<file path="config.mk">
export PLATFORM = sky130hd
export DESIGN_NAME = regfile_mp
export DESIGN_NICKNAME = d
export VERILOG_FILES = /design/src/rtl/regfile_pkg.sv /design/src/rtl/regfile_clear_fsm.sv /design/src/rtl/regfile_mp.sv
export SDC_FILE = /design/constraint.sdc
export NUM_CORES = 1
export LEC_CHECK = 0
export CAP_MARGIN = 25
export CORE_MARGIN = 3
export CORE_UTILIZATION = 45
export DETAILED_ROUTE_END_ITERATION = 8
export PLACE_DENSITY = 0.72
export SLEW_MARGIN = 20
export SYNTH_ARGS = -nofsm -noshare
export SYNTH_HDL_FRONTEND = slang
export SYNTH_SLANG_ARGS = --single-unit
</file>
<file path="constraint.sdc">
create_clock -name clk -period 8.8 [get_ports clk]
set_input_delay 0.88 -clock clk [delete_from_list [all_inputs] [get_ports clk]]
set_output_delay 0.88 -clock clk [all_outputs]
set_load 0.05 [all_outputs]
</file>
<file path="src/rtl/regfile_pkg.sv">
// regfile_pkg: default geometry and clear/run state type shared by the register file slice.
package regfile_pkg;
    localparam int DEF_DATA_WIDTH = 32;
    localparam int DEF_REG_ADDR_WIDTH = 5;
    typedef enum logic {CLEAR, RUN} state_t;
endpackage

</file>
<file path="src/rtl/regfile_clear_fsm.sv">
// regfile_clear_fsm: post-reset sweep that zeroes every register from index 1 upward, then raises ready.
module regfile_clear_fsm
    import regfile_pkg::*;
#(
    parameter int REG_ADDR_WIDTH = DEF_REG_ADDR_WIDTH
) (
    input  logic                      clk,
    input  logic                      rst,
    output logic                      ready,
    output logic                      clr_en,
    output logic [REG_ADDR_WIDTH-1:0] clr_idx
);
    state_t state;
    assign clr_en = state == CLEAR;
    // ready lags the CLEAR->RUN transition by one edge so the last index is settled first
    always_ff @(posedge clk) begin
        if (rst) begin
            state   <= CLEAR;
            clr_idx <= REG_ADDR_WIDTH'(1);
            ready   <= 1'b0;
        end else begin
            state   <= (state == CLEAR && clr_idx == '1) ? RUN : state;
            clr_idx <= state == CLEAR ? clr_idx + 1'b1 : clr_idx;
            ready   <= state == RUN;
        end
    end
endmodule

</file>
<file path="src/rtl/regfile_mp.sv">
// regfile_mp: multi-port register file with pending-write scoreboard and post-reset clear.
// Define REGFILE_BYPASS_EN to forward same-cycle writeback data and busy state to the read ports.
module regfile_mp
    import regfile_pkg::*;
#(
    parameter int DATA_WIDTH     = DEF_DATA_WIDTH,
    parameter int REG_ADDR_WIDTH = DEF_REG_ADDR_WIDTH,
    parameter int NUM_RD         = 2,
    parameter int DEBUG_REG      = 10
) (
    input  logic                             clk,
    input  logic                             rst,
    input  logic [NUM_RD*REG_ADDR_WIDTH-1:0] rd_addr,
    output logic [NUM_RD*DATA_WIDTH-1:0]     rd_data,
    output logic [NUM_RD-1:0]                rd_busy,
    input  logic                             wr_en,
    input  logic [REG_ADDR_WIDTH-1:0]        wr_addr,
    input  logic [DATA_WIDTH-1:0]            wr_data,
    input  logic                             busy_set,
    input  logic [REG_ADDR_WIDTH-1:0]        busy_addr,
    output logic                             ready,
    output logic [DATA_WIDTH-1:0]            a0
);
    localparam int DEPTH = 2**REG_ADDR_WIDTH;
    localparam logic [REG_ADDR_WIDTH-1:0] DBG = REG_ADDR_WIDTH'(DEBUG_REG);
    logic [DATA_WIDTH-1:0]     regs [DEPTH];
    logic [DEPTH-1:0]          pending, set_mask, clr_mask;
    logic                      clr_en, we;
    logic [REG_ADDR_WIDTH-1:0] clr_idx;
    regfile_clear_fsm #(.REG_ADDR_WIDTH(REG_ADDR_WIDTH)) u_clear (
        .clk     (clk),
        .rst     (rst),
        .ready   (ready),
        .clr_en  (clr_en),
        .clr_idx (clr_idx)
    );
    assign we       = wr_en && ready && wr_addr != '0;
    assign set_mask = (busy_set && ready && busy_addr != '0) ? DEPTH'(1) << busy_addr : '0;
    assign clr_mask = we ? DEPTH'(1) << wr_addr : '0;
    // set is OR'd in after the clear so a same-cycle claim stays pending
    always_ff @(posedge clk) begin
        pending <= rst ? '0 : (pending & ~clr_mask) | set_mask;
    end
    always_ff @(posedge clk) begin
        if (clr_en)
            regs[clr_idx] <= '0;
        else if (we)
            regs[wr_addr] <= wr_data;
    end
    assign a0 = ready ? regs[DBG] : '0;
    for (genvar i = 0; i < NUM_RD; i++) begin : g_rd
        logic [REG_ADDR_WIDTH-1:0] a;
        logic                      hit;
        assign a = rd_addr[i*REG_ADDR_WIDTH +: REG_ADDR_WIDTH];
`ifdef REGFILE_BYPASS_EN
        assign hit = we && wr_addr == a;
`else
        assign hit = 1'b0;
`endif
        assign rd_data[i*DATA_WIDTH +: DATA_WIDTH] = (!ready || a == '0) ? '0 : hit ? wr_data : regs[a];
        assign rd_busy[i] = ready && (hit ? set_mask[a] : pending[a]);
    end
endmodule

</file>
Word-level counts from Yosys, hierarchy flattened
Memory sizes are Yosys's and may differ from the RTL's. Index checks and enable logic that the tools add are counted.

Bits in registers: 39. Bits in writable memories: 1024. Bits of input ports: 56. Output and inout bits: 99. Memories: 1.

$add $sub $neg: 1. Magnitude comparators: 2. Equal/unequal tests: 1. Shifts and indexed selects: 2. Mux-type cells: 16. Bitwise logic cells: 4. Reductions and logical operators: 15.

Memories: regs (words 32, width 32, read ports 3, clocked after Yosys merged registers in 0, wr ports 1, RTL line regfile_mp.sv:26) `logic [DATA_WIDTH-1:0] regs [DEPTH];`.

Operator list (number): $mux W32 (6); $shl A1 B5 Y32 const A (2); $and A32 B32 Y32 (1); $not A32 Y32 (1); $or A32 B32 Y32 (1); $reduce_or A32 Y1 (1); $lt A5 B6 Y1 const B (2); $bmux W1 S5 (2); $logic_not A5 Y1 (2); $reduce_bool A5 Y1 (2); $logic_and A1 B1 Y1 (7); $mux W1 (7); $add A5 B1 Y5 const B (1); $eq A5 B5 Y1 const B (1); $mux W5 (1); $logic_or A1 B1 Y1 (2); $logic_not A1 Y1 (1); $not A1 Y1 (1).

Longest topological paths before layout
Depth in word-level cells: 7. Gate-level depth with buffers: 10. Mapped depth without buffers: 5.

Cells and area by module
From an unflattened synthesis, not the netlist that was laid out.

Cell total of the unflattened synthesis: 3194. Area total of the unflattened synthesis: 51055.2 um^2.

Modules (own cells, without submodules): regfile_mp (times used 1, cells an instance 3167, area each 50757.4 um^2); regfile_clear_fsm (times used 1, cells an instance 27, area each 297.8 um^2).

Worst setup path after synthesis
OpenSTA, ideal clock, no wires.

Path type: input-to-output. Start: in rd_addr[5]. End: out rd_data[58]. Arrival: 3.502 ns. Required time: 7.920 ns. Setup slack: 4.418 ns. Stages: 8. Buffers on the path: 3. Cells stage by stage: buf_6 or3b_1 buf_2 buf_6 o21ai_0 or3_1 a21oi_1 nor4_1.

Longest elaborated chain between the ends: 3. Elaborated cells on any way between the ends: 4. Classes of those cells: mux (1); reduce/logical (2); memory (1).

Ends and longest elaborated chain: start: declaration (RTL line regfile_mp.sv:13) `input logic [NUM_RD*REG_ADDR_WIDTH-1:0] rd_addr,`; branches (longest 2 deep; another with $mem_v2 Z32 W32); $mux W32 (*) (RTL line regfile_mp.sv:60) `assign rd_data[i*DATA_WIDTH +: DATA_WIDTH] = (!ready || a == '0) ? '0 : hit ? wr_data : regs[a];`; end: declaration (RTL line regfile_mp.sv:14) `output logic [NUM_RD*DATA_WIDTH-1:0] rd_data,`.

Mark *: on every way between the ends.

Final worst setup path
Start: in rd_addr[8]. End: out rd_data[37].

Same word-level chain as after synthesis.

==> run summary <==
- result of the run: complete, no violations
- Int Power: 8430 uW
- cts bufs inserted: 105
- Crit path required time: 7.92 ns
- initial antenna violation count: 6
- final critical delay including setup and external delays: 6.10 ns
- Async SR Flop Fraction: 0
- top post-synthesis cells by area: edfxtp_1, mux4_2, mux2i_1
- root buf cell: clkbuf_16
- Vert. Die Dim: 342 um
- RSZ-0062 raised after global routing: no
- max incr delay on CP: 0.72 ns
- synth warn: 0
- Post-synth EDFFs: 1024
- count of final setup violators: 0
- Clk pin slew, worst setup/hold paths: 0.06 ns
- Period Utilization, post-route: 0.694
- clock network fraction of total power: 0.412
- largest net degree at the start of global routing: 105
- clk sink count: 1063
- routed wire length: 151 mm
- Max-Slew Margin vs Limit: 0.268
- launching element type of the critical path: primary input
- Final Hold Vio Count: 0
- combinational share of power: 0.074
- I/O pin cnt: 155
- fraction of post-synthesis cell area in the top cell type by area: 0.607
- post-synthesis net count: 3057
- share of synthesized area occupied by flip-flops and latches: 0.622
- Static Leak: 0.0192 uW
- classification of the worst setup path: in -> out
- post-synth top area cell: edfxtp_1
- filler cell count: 8760
- vias in the first global route: 31300
- cell with the most instances after synthesis: edfxtp_1
- arrival time reported for the critical path endpoint: 5.22 ns
- final weighted congestion of routability-driven global placement: 0.883
- number of remaining DRC errors: 0
- fraction of layout instances using a drive strength above 1: 0.239
- final setup TNS: 0 ns
- IR Drop Worst-Case VDD: 157 uV
- NetSw: 2470 uW
- drt wl/cell: 32.1 um
- kind of capture point of the worst setup path: output port
- Initial Util: 0.456
- Vias/cell: 6.67
- Hold/Removal Path Class: reg -> reg
- top achievable clock speed: 164 MHz
- via count: 31400
- net switching share of the total power: 0.226
- ANT nets after route: 0
- Area Growth Syn to Fin: 13.6%
- max-capacitance violation count: 0
- minimum setup slack after placement: 2.66 ns
- total of flip-flops plus latches after synthesis: 1063
- overflow left after global routing: 0
- die footprint: 117000 um2
- buffers inserted by post-CTS timing repair: 0
- count of instances resized after the clock tree is built: 0
- number of port buffers: 154
- Synth cell types: 57
- maximum clock skew at final layout: 0.0229 ns
- drt first pass iters: 5
- proportion of power drawn by flip-flops and latches: 0.514
- standard-cell row count: 122
- list of most frequent post-synthesis cells: edfxtp_1, mux4_2, mux2i_1
- dominant synthesized flop cell: edfxtp_1
- Die Width: 342 um
- Post-Synthesis Cells: 2999
- Final Net Count: 3191
- post-detailed-placement half-perimeter wirelength: 90.1 mm
- Syn Std Cell Area: 50700 um2
- cells traversed along the worst timing path: buf_2, buf_4, or3_2, buf_4, nor2_1, nor4_2, nor2_1, o211a_1, clkdlybuf4s50_1
- power density over cell area: 189 nW/um2
- average cell area after synthesis: 16.9 um2
- Hold-fix buffers, CTS: 0
- wire length of the first global-routing pass: 217 mm
- worst skew pair latency: 0.69 ns
- critical path's slowest cell: clkdlybuf4s50_1
- highest fanout seen on the critical path: 33
- overall global routing resource usage: 0.256
- clock tree from TritonCTS: done
- final slew viol count: 0
- worst-case clock buffer depth: 3
- maximum level of the CTS H-tree: 3
- 1st-iter DRT viols: 4182
- PnR worst setup slack: 2.70 ns
- Tightest Pin Transition: 1.10 ns
- core area: 111000 um2
## layout by cell type (no fill, tap or decap), types with 25 or more instances in the layout
master           instances
a211oi_1                32
mux2_2                  66
buf_4                   74
or3_1                   26
a21oi_1                 66
clkinv_2                25
and2_1                  56
nor2b_1                 42
mux2i_1                353
nor2_4                  31
dfxtp_1                 38
o221ai_1                25
clkdlybuf4s50_1        146
nor2_1                 155
edfxtp_1              1024
o21ai_0                 78
clkbuf_16              105
nor3_1                  45
nand2_1                 70
o22ai_1                 96
mux4_2                 381
## registers in the layout, indices dropped and copies added, names as in the netlist
signal / cells
regs: 1024
u_clear.state: 1
pending: 32
u_clear.ready: 1
u_clear.clr_idx: 5
## through the flow
stage / power, uW / cell area (um2) / std cells / hold WS, ns / util
floorplan: 6250 / 50700 / 2999 / 0.455 / -
global placement: 6490 / 53800 / 4492 / 0.472 / 0.483
detailed placement: 6500 / 53900 / 4500 / 0.482 / 0.485
CTS: 10900 / 57400 / 4695 / 0.490 / 0.515
global route: 11200 / 57600 / 4709 / 0.518 / 0.518
finish: 10900 / 57600 / 4710 / 0.485 / 0.518
## layout make-up
type	instances	area (um2)	area share
Timing Repair Buffer	254	2540	0.0441
Tap cell	1488	1860	0.0323
Sequential cell	1063	31500	0.547
Antenna cell	1	2.50	0.0000434
Inverter	7	26.3	0.000456
Multi-Input combinational cell	1702	18200	0.316
Clock buffer	125	2720	0.0473
Clock inverter	70	721	0.0125
## worst paths after layout
check / startpoint / to / slack (ns) / cells past startpoint
worst min register to register: pending[12] / pending[12] / 0.48 / 2
worst max register to register: u_clear.ready / regs[25][18] / 4.63 / 6
worst max-delay path: rd_addr[8] / rd_data[37] / 2.70 / 9
worst min-delay path: pending[12] / pending[12] / 0.48 / 2
## layer usage
layer / track usage / up-vias / wire (um) / part of all wire
li1: - / 12600 / - / -
met1: 0.347 / 16300 / 56700 / 0.37
met2: 0.399 / 2157 / 70700 / 0.47
met3: 0.0672 / 380 / 18100 / 0.12
met4: 0.0986 / 4 / 5880 / 0.039
met5: 0 / - / 27 / 0.00018
## kinds of logic after synthesis
family	Yosys count	synth area share
buffers and inverters	234	0.0248
flip-flops	1063	0.622
adder cells (fa/ha/maj)	2	0.000494
multiplexers	800	0.254
AO/OA/AOI/OAI	374	0.0473
AND/OR/NAND/NOR	524	0.0515
XOR/XNOR	2	0.000346
## worst max-delay path: cells and delay by family
family | cells | cell delay [ns]
simple gates | 4 | 1.65
compound gates | 1 | 0.33
buf+inv | 4 | 2.32
## power by group through the flow
stage	Sequential (uW)	Combinational, uW	Clock [uW]
finish	5600	807	4490
global route	5600	844	4730
CTS	5600	799	4520
detailed placement	5710	795	0
global placement	5700	792	0
floorplan	5690	555	0
(Power assumes the default switching activity.)
